`src/rtl/fetch_unit_pkg.sv`:
```
// ---------------------------------------------------------------------------
// fetch_unit_pkg
// Constants shared by fetch, decode and the instruction memory: address and
// instruction widths, reset PC, the NOP presented on empty slots and the
// default return-address-stack depth. Also holds the per-edge fetch action
// encoding and the helper that resolves redirect/stall priority.
// ---------------------------------------------------------------------------
package fetch_unit_pkg;

    localparam int              ADDR_W_DEF    = 16;
    localparam int              INSTR_W_DEF   = 16;
    localparam logic [15:0]     RESET_PC_DEF  = 16'h0000;
    localparam logic [15:0]     NOP_INSTR_DEF = 16'hF000;
    localparam int              RAS_DEPTH_DEF = 4;

    // What the fetch stage does on the coming clock edge.
    typedef enum logic [1:0] {
        ACT_ADVANCE  = 2'd0,
        ACT_STALL    = 2'd1,
        ACT_REDIRECT = 2'd2
    } fetch_act_e;

    // A redirect always beats a stall: the held instruction is on the wrong
    // path anyway, so there is nothing worth preserving.
    function automatic fetch_act_e fetch_action(input logic redirect,
                                                input logic stall);
        if (redirect)
            return ACT_REDIRECT;
        else if (stall)
            return ACT_STALL;
        else
            return ACT_ADVANCE;
    endfunction

endpackage

```
`src/rtl/fetch_unit_ras.sv`:
```
// ---------------------------------------------------------------------------
// return_addr_stack
// Circular LIFO of return addresses. When full, a push overwrites the oldest
// entry and the count saturates. Popping an empty stack yields RESET_PC and
// raises a one-cycle underflow pulse.
//
// Ports:
//   clk        rising-edge clock
//   rst        synchronous active-high reset (pointer, count, pulse)
//   push       write push_data as the new top
//   push_data  return address to store
//   pop        remove the top entry (top is valid in the same cycle)
//   top        current top entry, RESET_PC when empty
//   empty      stack holds no entries
//   underflow  registered pulse: the previous cycle popped an empty stack
// ---------------------------------------------------------------------------
module return_addr_stack
    import fetch_unit_pkg::*;
#(
    parameter int                ADDR_W    = ADDR_W_DEF,
    parameter int                RAS_DEPTH = RAS_DEPTH_DEF,
    parameter logic [ADDR_W-1:0] RESET_PC  = ADDR_W'(RESET_PC_DEF)
) (
    input  logic              clk,
    input  logic              rst,
    input  logic              push,
    input  logic [ADDR_W-1:0] push_data,
    input  logic              pop,
    output logic [ADDR_W-1:0] top,
    output logic              empty,
    output logic              underflow
);

    localparam int PTR_W = (RAS_DEPTH > 1) ? $clog2(RAS_DEPTH) : 1;
    localparam int CNT_W = $clog2(RAS_DEPTH + 1);

    logic [ADDR_W-1:0] stack_q [RAS_DEPTH];
    logic [PTR_W-1:0]  ptr_q;
    logic [CNT_W-1:0]  count_q;
    logic              underflow_q;
    logic [PTR_W-1:0]  wr_ptr;

    assign empty     = (count_q == '0);
    assign top       = empty ? RESET_PC : stack_q[ptr_q];
    assign underflow = underflow_q;

    // Pop+push replaces the current top in place; a plain push goes one
    // slot up (wrapping onto the oldest entry when full).
    assign wr_ptr = pop ? ptr_q : ptr_q + 1'b1;

    always_ff @(posedge clk) begin
        if (rst) begin
            ptr_q       <= '0;
            count_q     <= '0;
            underflow_q <= 1'b0;
        end else begin
            underflow_q <= pop && empty;
            if (pop && push) begin
                if (empty)
                    count_q <= CNT_W'(1);
            end else if (pop) begin
                if (!empty) begin
                    ptr_q   <= ptr_q - 1'b1;
                    count_q <= count_q - 1'b1;
                end
            end else if (push) begin
                ptr_q <= ptr_q + 1'b1;
                if (count_q != CNT_W'(RAS_DEPTH))
                    count_q <= count_q + 1'b1;
            end
        end
    end

    always_ff @(posedge clk) begin
        if (push)
            stack_q[wr_ptr] <= push_data;
    end

endmodule

```
`src/rtl/fetch_unit.sv`:
```
// ---------------------------------------------------------------------------
// fetch_unit
// Instruction-fetch stage in front of a synchronous instruction memory with a
// one-cycle registered read. Owns the PC, tracks which PC the memory data
// belongs to, buffers the instruction across decode stalls and handles
// redirects (JMP/CALL/RET) by squashing the in-flight fetch. RET targets come
// from a small return-address stack.
//
// Ports:
//   clk, rst          clock, synchronous active-high reset
//   imem_addr         address to instruction memory (the PC register)
//   imem_instruction  memory read data, valid one cycle after imem_addr
//   stall             decode cannot accept; hold if_* stable
//   redirect          taken control transfer; flush and reload PC
//   redirect_target   new PC for a non-RET redirect
//   redirect_is_ret   redirect target comes from the RAS (pop)
//   call_push         push if_pc+1 onto the RAS
//   if_valid/if_pc/if_instr  IF/ID triple; if_instr is NOP_INSTR when invalid
//   ras_empty         RAS holds no entries
//   ras_underflow     one-cycle pulse after a RET popped an empty RAS
// ---------------------------------------------------------------------------
module fetch_unit
    import fetch_unit_pkg::*;
#(
    parameter int                 ADDR_W    = ADDR_W_DEF,
    parameter int                 INSTR_W   = INSTR_W_DEF,
    parameter logic [ADDR_W-1:0]  RESET_PC  = ADDR_W'(RESET_PC_DEF),
    parameter logic [INSTR_W-1:0] NOP_INSTR = INSTR_W'(NOP_INSTR_DEF),
    parameter int                 RAS_DEPTH = RAS_DEPTH_DEF
) (
    input  logic               clk,
    input  logic               rst,
    output logic [ADDR_W-1:0]  imem_addr,
    input  logic [INSTR_W-1:0] imem_instruction,
    input  logic               stall,
    input  logic               redirect,
    input  logic [ADDR_W-1:0]  redirect_target,
    input  logic               redirect_is_ret,
    input  logic               call_push,
    output logic               if_valid,
    output logic [ADDR_W-1:0]  if_pc,
    output logic [INSTR_W-1:0] if_instr,
    output logic               ras_empty,
    output logic               ras_underflow
);

    logic [ADDR_W-1:0]  pc_q;
    logic [ADDR_W-1:0]  resp_pc_q;
    logic               resp_valid_q;
    logic               hold_q;
    logic [INSTR_W-1:0] hold_instr_q;

    fetch_act_e         act;
    logic               ras_pop;
    logic [ADDR_W-1:0]  ras_top;
    logic [ADDR_W-1:0]  ras_push_data;
    logic [ADDR_W-1:0]  next_target;

    assign act           = fetch_action(redirect, stall);
    assign ras_pop       = redirect && redirect_is_ret;
    assign ras_push_data = resp_pc_q + 1'b1;
    assign next_target   = redirect_is_ret ? ras_top : redirect_target;

    return_addr_stack #(
        .ADDR_W    (ADDR_W),
        .RAS_DEPTH (RAS_DEPTH),
        .RESET_PC  (RESET_PC)
    ) u_ras (
        .clk       (clk),
        .rst       (rst),
        .push      (call_push),
        .push_data (ras_push_data),
        .pop       (ras_pop),
        .top       (ras_top),
        .empty     (ras_empty),
        .underflow (ras_underflow)
    );

    // IF stage boundary: PC -> memory address, memory data -> IF/ID triple.
    always_ff @(posedge clk) begin
        if (rst) begin
            pc_q         <= RESET_PC;
            resp_pc_q    <= '0;
            resp_valid_q <= 1'b0;
            hold_q       <= 1'b0;
        end else begin
            unique case (act)
                ACT_REDIRECT: begin
                    // The word the memory returns next belongs to the old
                    // path; mark it dead so exactly one bubble appears.
                    pc_q         <= next_target;
                    resp_valid_q <= 1'b0;
                    hold_q       <= 1'b0;
                end
                ACT_STALL: begin
                    hold_q <= 1'b1;
                end
                default: begin
                    resp_pc_q    <= pc_q;
                    resp_valid_q <= 1'b1;
                    pc_q         <= pc_q + 1'b1;
                    hold_q       <= 1'b0;
                end
            endcase
        end
    end

    // Capture the word only on the first stall cycle: afterwards the memory
    // is re-reading pc_q, which is the next instruction, not the held one.
    always_ff @(posedge clk) begin
        if (act == ACT_STALL && !hold_q)
            hold_instr_q <= imem_instruction;
    end

    assign imem_addr = pc_q;
    assign if_pc     = resp_pc_q;
    assign if_valid  = resp_valid_q;
    assign if_instr  = !resp_valid_q ? NOP_INSTR
                     : (hold_q ? hold_instr_q : imem_instruction);

endmodule
```
`config.mk`:
```
export PLATFORM = sky130hd
export DESIGN_NAME = fetch_unit
export DESIGN_NICKNAME = d
export VERILOG_FILES = /design/src/rtl/fetch_unit_pkg.sv /design/src/rtl/fetch_unit_ras.sv /design/src/rtl/fetch_unit.sv
export SDC_FILE = /design/constraint.sdc
export NUM_CORES = 1
export LEC_CHECK = 0
export CORE_MARGIN = 1
export CORE_UTILIZATION = 24
export DETAILED_ROUTE_END_ITERATION = 7
export PLACE_DENSITY_LB_ADDON = 0.08
export SLEW_MARGIN = 10
export SYNTH_ARGS = -nofsm -noshare
export SYNTH_HDL_FRONTEND = slang
export SYNTH_HIERARCHICAL = 1
export SYNTH_SLANG_ARGS = --single-unit
```
`constraint.sdc`:
```
create_clock -name clk -period 4.75 [get_ports clk]
set_input_delay 0.475 -clock clk [delete_from_list [all_inputs] [get_ports clk]]
set_output_delay 0.475 -clock clk [all_outputs]
set_load 0.02 [all_outputs]
```
# Word-level counts from Yosys, hierarchy flattened
# Memory sizes are Yosys's and may differ from the RTL's. A register that Yosys moved wholly into a read port is not among the register bits.
# Index checks and enable logic that the tools add are counted.
# word_totals
word_cells,57
ramBits,64
regBits,56
n_memories,1
# mem_list
memory,words,width,rd,rd_clocked_by_memory_dff,write_ports,line_no,source
u_ras.stack_q,4,16,1,1,1,fetch_unit_ras.sv:37,logic [ADDR_W-1:0] stack_q [RAS_DEPTH];
# classes
bitwise_logic,1
n_eq_ne,6
n_reduce_logical,12
n_addsub,6
n_mux,23
# ops
operator,count
$mux W16,4
$add A16 B1 Y16 const B,2
$pmux W16 S2,1
$mux W3,6
$mux W2,7
$ne A3 B3 Y1 const B,2
$reduce_bool A3 Y1,2
$logic_and A1 B1 Y1,4
$mux W1,4
$reduce_and A4 Y1,1
$add A3 B1 Y3 const B,1
$logic_not A3 Y1,1
$reduce_and A3 Y1,1
$sub A3 B1 Y3 const B,1
$add A2 B1 Y2 const B,1
$eq A2 B1 Y1 const B,1
$eq A2 B2 Y1 const B,1
$ne A2 B1 Y1 const B,1
$ne A2 B2 Y1 const B,1
$pmux W1 S2,1
$reduce_bool A2 Y1,1
$reduce_or A2 Y1,1
$sub A2 B1 Y2 const B,1
$logic_not A1 Y1,1
$not A1 Y1,1

# Logic depth before layout (Yosys ltp)
# depth
ltp_word,6
depth_mapped,9
ltp_nobuf,6

# Modules after synthesis
# The synthesis kept the hierarchy.
# modules_own_cells
module,n_inst,cells_per_inst,seq_area_each_um2,area_each_um2
return_addr_stack,1,159,2082.0,2939.1
fetch_unit,1,286,1161.1,2646.3

# Worst setup path before layout
# No wires, ideal clock.
# synth_path
kind,input to register
startpoint,input port redirect
endpoint,memory u_ras/stack_q[3][0] (netlist bit) (enable)
t_arrival_ns,2.965
path_stages,7
setup_time_ns,0.413
setup_slack_ns,1.372
required_ns,4.337
cell_sequence,buf_2 -> clkbuf_1 -> and2_1 -> buf_4 -> inv_1 -> ha_1 -> nor3b_1
# synth_via
elab_chain_len,2
# synth_rtl
element,line_no,source
from (decl),fetch_unit.sv:36,"input logic redirect,"
$logic_and A1 B1 Y1,fetch_unit.sv:60,assign ras_pop = redirect && redirect_is_ret;
via ras_pop,fetch_unit.sv:54,logic ras_pop;
$mux W2,fetch_unit_ras.sv:49,assign wr_ptr = pop ? ptr_q : ptr_q + 1'b1;
to (decl),fetch_unit_ras.sv:37,
# The timed path passes the listed nets, and every way through them passes these cells.

# Final worst setup path
# layout_path
startpoint,input port redirect_is_ret
endpoint,memory u_ras/stack_q[1][9] (netlist bit) (enable)
# layout_via
elab_chain_len,2
# layout_rtl
element,line_no,source
from (decl),fetch_unit.sv:38,"input logic redirect_is_ret,"
$logic_and A1 B1 Y1,fetch_unit.sv:60,
via ras_pop,fetch_unit.sv:54,
$mux W2,fetch_unit_ras.sv:49,
# The timed path passes the listed nets, and every way through them passes these cells.

==> summary by stage <==
STA
The relative slew slack is 22.9%. The top achievable clock speed is 354 MHz. In the final timing run, aggregate negative setup slack is 0 ns. For the pin with the worst max-slew slack, the measured transition is 1.15 ns. The number of hold-slack violations in the final timing report was 0.

The number of max-slew violations in the final report is 0. In the finished design, the share of the clock period the worst path needs comes to 59.4%. The setup-violating endpoint count in the final report is 0.

The worst clock skew is 0.0114 ns. Setup repair after global routing left no endpoint under its margin. Subtracting the final worst setup slack from the clock period gives 2.82 ns.

Layout
The antenna cell count is 0. Summing all non-filler instances in the final layout gives an area of 7370 um2. Measured on the finished design, the core utilization comes to 32.4%. The relative area change from synthesis to final layout is 31.9%. The proportion of layout cells with a drive suffix above 1 is 12.3%. The number of nets in the finished design is 576.

Clock tree
The number of H-tree branching levels is 4. The TritonCTS clock tree is done. After clock tree synthesis, the repair step resized 0 gates. Clock tree synthesis inserted a total of 17 buffers. The maximum root-to-sink buffer count is 2.

The total setup buffers inserted after CTS is 0. After clock tree synthesis, the clock-pin slew on the worst setup and hold paths is 0.07 ns. For the worst-skew pair, the clock arrives at the later sink with an insertion delay of 0.42 ns. The root buffer selected by CTS is clkbuf_16. The clock drives 122 sinks. For this design, the CTS-stage hold fixing added 0 buffers.

Yosys
When the netlist entered floorplanning its net count stood at 488. After synthesis the netlist holds a flip-flop and latch count of 122. The sequential area share after synthesis is 58.1%. The fraction of registers with async set/reset is 0%. The synthesized cell area is 5590 um2. The most used standard cell by instance count after synthesis is edfxtp_1. In the synthesized netlist, the number of instances is 445. The number of distinct library cells after synthesis is 49. A synthesized cell averages 12.6 um2. The synthesized design spends more area on one cell type than any other, namely edfxtp_1. The share of the synthesized area in the top cell type is 43.0%. The number of synthesized flops with an enable pin is 80.

The number of warning messages in the yosys log is 6. By count the netlist is led by edfxtp_1, nand2_1, dfxtp_1, mux2i_1. Among all flip-flop cells after synthesis, the most frequent one is edfxtp_1. Ranked by total cell area, the synthesized netlist is headed by edfxtp_1, dfxtp_1, mux4_2, mux2i_1, xnor2_1.

Flow run
Max-cap violations in this run came to 0.

Global route
The global-route usage over all layers is 13.2%. The initial antenna violation count is 0. The first-pass GRT wire length is 23200 um. The number of global-route vias before repair is 3867. The sum of overflow across all layers after global routing is 0. The maximum number of pins on one net before global-route repair is 26.

Drt
The total wire length is 15000 um. After detailed routing, the average wire length per cell comes to 18.1 um. After detailed routing, the number of vias per cell comes to 4.47.

After detailed routing, the number of remaining DRC violations is 0. The final antenna-violating net count is 0. The first-pass detailed-route iteration total is 4. The number of vias after detailed routing is 3715. After the first detailed-routing iteration, the DRC count stood at 177.

Placement
The final weighted congestion of routability-driven global placement is 0.805. The cell area after placement is 6750 um2. Detailed placement finished with a half-perimeter wire length of 10600 um. In this run the tool buffered the top-level ports with 88 buffer cells.

Setup path
The worst register-to-register path has a setup slack of 2.68 ns. The critical path's top delay family is simple AND/OR/NAND/NOR gates. STA puts the critical path data required time at 4.79 ns. The critical path class is in2reg.

The worst setup path is launched from an input port. Walking the worst path, the cells encountered are clkdlybuf4s50_1 > and2_1 > inv_1 > ha_1 > and3b_1. The count of buffering cells on the critical path with inverters included is 2.

The data arrival time of the critical path is 2.86 ns. Among all stages on the critical path, the largest delay is contributed by and3b_1. Along the worst path, the maximum fanout reaches 16. The kind of end point of the critical path is a flip-flop. The critical path's largest stage delay is 0.82 ns.

Die
The number of placement rows is 55. The core area is 22700 um2. The floorplan step defined a die boundary enclosing 23900 um2. The initial core utilization is 24.6%. The floorplan step set the die width to 155 um.

The die outline height is 155 um. In this run the count of I/O pins placed on the die edge is 89.

Pwr
The maximum resistive drop on vdd is 0.231 mV. Power spread over the standard cell area amounts to 402 nW/um2. The cell leakage power is 2.50 nW.

Worst hold path
The min-delay analysis places its worst path in the category reg2reg.

Status
The run finished with clean final reports.
==> through the flow <==
stage	total power [mW]	hold slack [ns]	worst slack (ns)	std cells
5_1_grt	3.09	0.560	1.72	831
6_report	2.96	0.518	1.93	831
4_1_cts	3.01	0.524	1.88	831
3_5_place_dp	1.65	0.512	1.46	799
3_3_place_gp	1.65	0.507	1.49	799
2_1_floorplan	1.49	0.489	1.37	445
==> path summary, 6_finish.rpt <==
path | cells after the start | end | startpoint
worst min-delay path | 2 | if_pc[14] | if_pc[14]
worst max-delay path | 5 | u_ras/stack_q[1][9] | redirect_is_ret
worst min register to register | 2 | if_pc[14] | if_pc[14]
worst max register to register | 3 | u_ras/stack_q[1][9] | u_ras/ptr_q[0]
==> power by group <==
part / leakage, nW / internal [mW] / switching [mW]
clock network: 0.306 / 0.765 / 0.574
registers: 1.06 / 1.20 / 0.0577
logic: 1.13 / 0.174 / 0.186
total: 2.50 / 2.14 / 0.818
==> logic make-up (layout without fill, tap and decap cells) <==
family / Yosys count / after routing / synth area share [%]
and+or+nand+nor: 141 / 141 / 13.1
DFF: 122 / 122 / 58.1
AOI/OAI and AO/OA: 57 / 57 / 6.52
muxes: 51 / 51 / 12.8
buffers and inverters: 37 / 138 / 3.23
xor gates and xnor gates: 32 / 32 / 5.02
adders and majority gates: 5 / 5 / 1.25
==> routing by layer <==
metal	vias to the layer above	routed length, um	global-route usage [%]
met4	0	222	4.20
li1	1803	-	-
met1	1821	6890	17.2
met3	15	667	3.64
met2	76	7250	21.3
met5	-	0	0
==> registers in the layout, summed over array words and instances (netlist names), named ones only <==
signal / count
u_ras/stack_q: 64
hold_instr_q: 16
if_pc: 16
imem_addr: 16
u_ras/count_q: 3
u_ras/ptr_q: 2
hold_q: 1
if_valid: 1
u_ras/underflow: 1
==> placed cells by master (no fill, tap or decap), drive strengths merged, types with 4 or more instances in the layout <==
cell type	n
nand2	48
xor2	8
nor3	5
nor4	6
clkdlybuf4s50	88
a211oi	8
and2	18
buf	7
mux4	16
inv	20
clkinv	5
dfxtp	42
nor2	28
clkbuf	17
edfxtp	80
nand4	8
a21o	11
a21oi	28
nand3	7
xnor2	24
mux2i	33
ha	4
==> area by class of cell <==
cell class	count	area (um2)
clock buffer	17	425
multi-input combinational	286	2170
timing repair buffer	95	933
tap	285	357
inverter	11	46.3
clock inverter	15	195
sequential	122	3240
fill	2279	15300
==> worst register-to-register path: cells and delay by family, from the launching register on <==
kind,cells,cell delay [ns]
fa+ha+maj,1,0.33
buf+inv,1,0.12
flops,1,0.42
simple gates,1,0.82
Power figures use the tool's default switching activity.
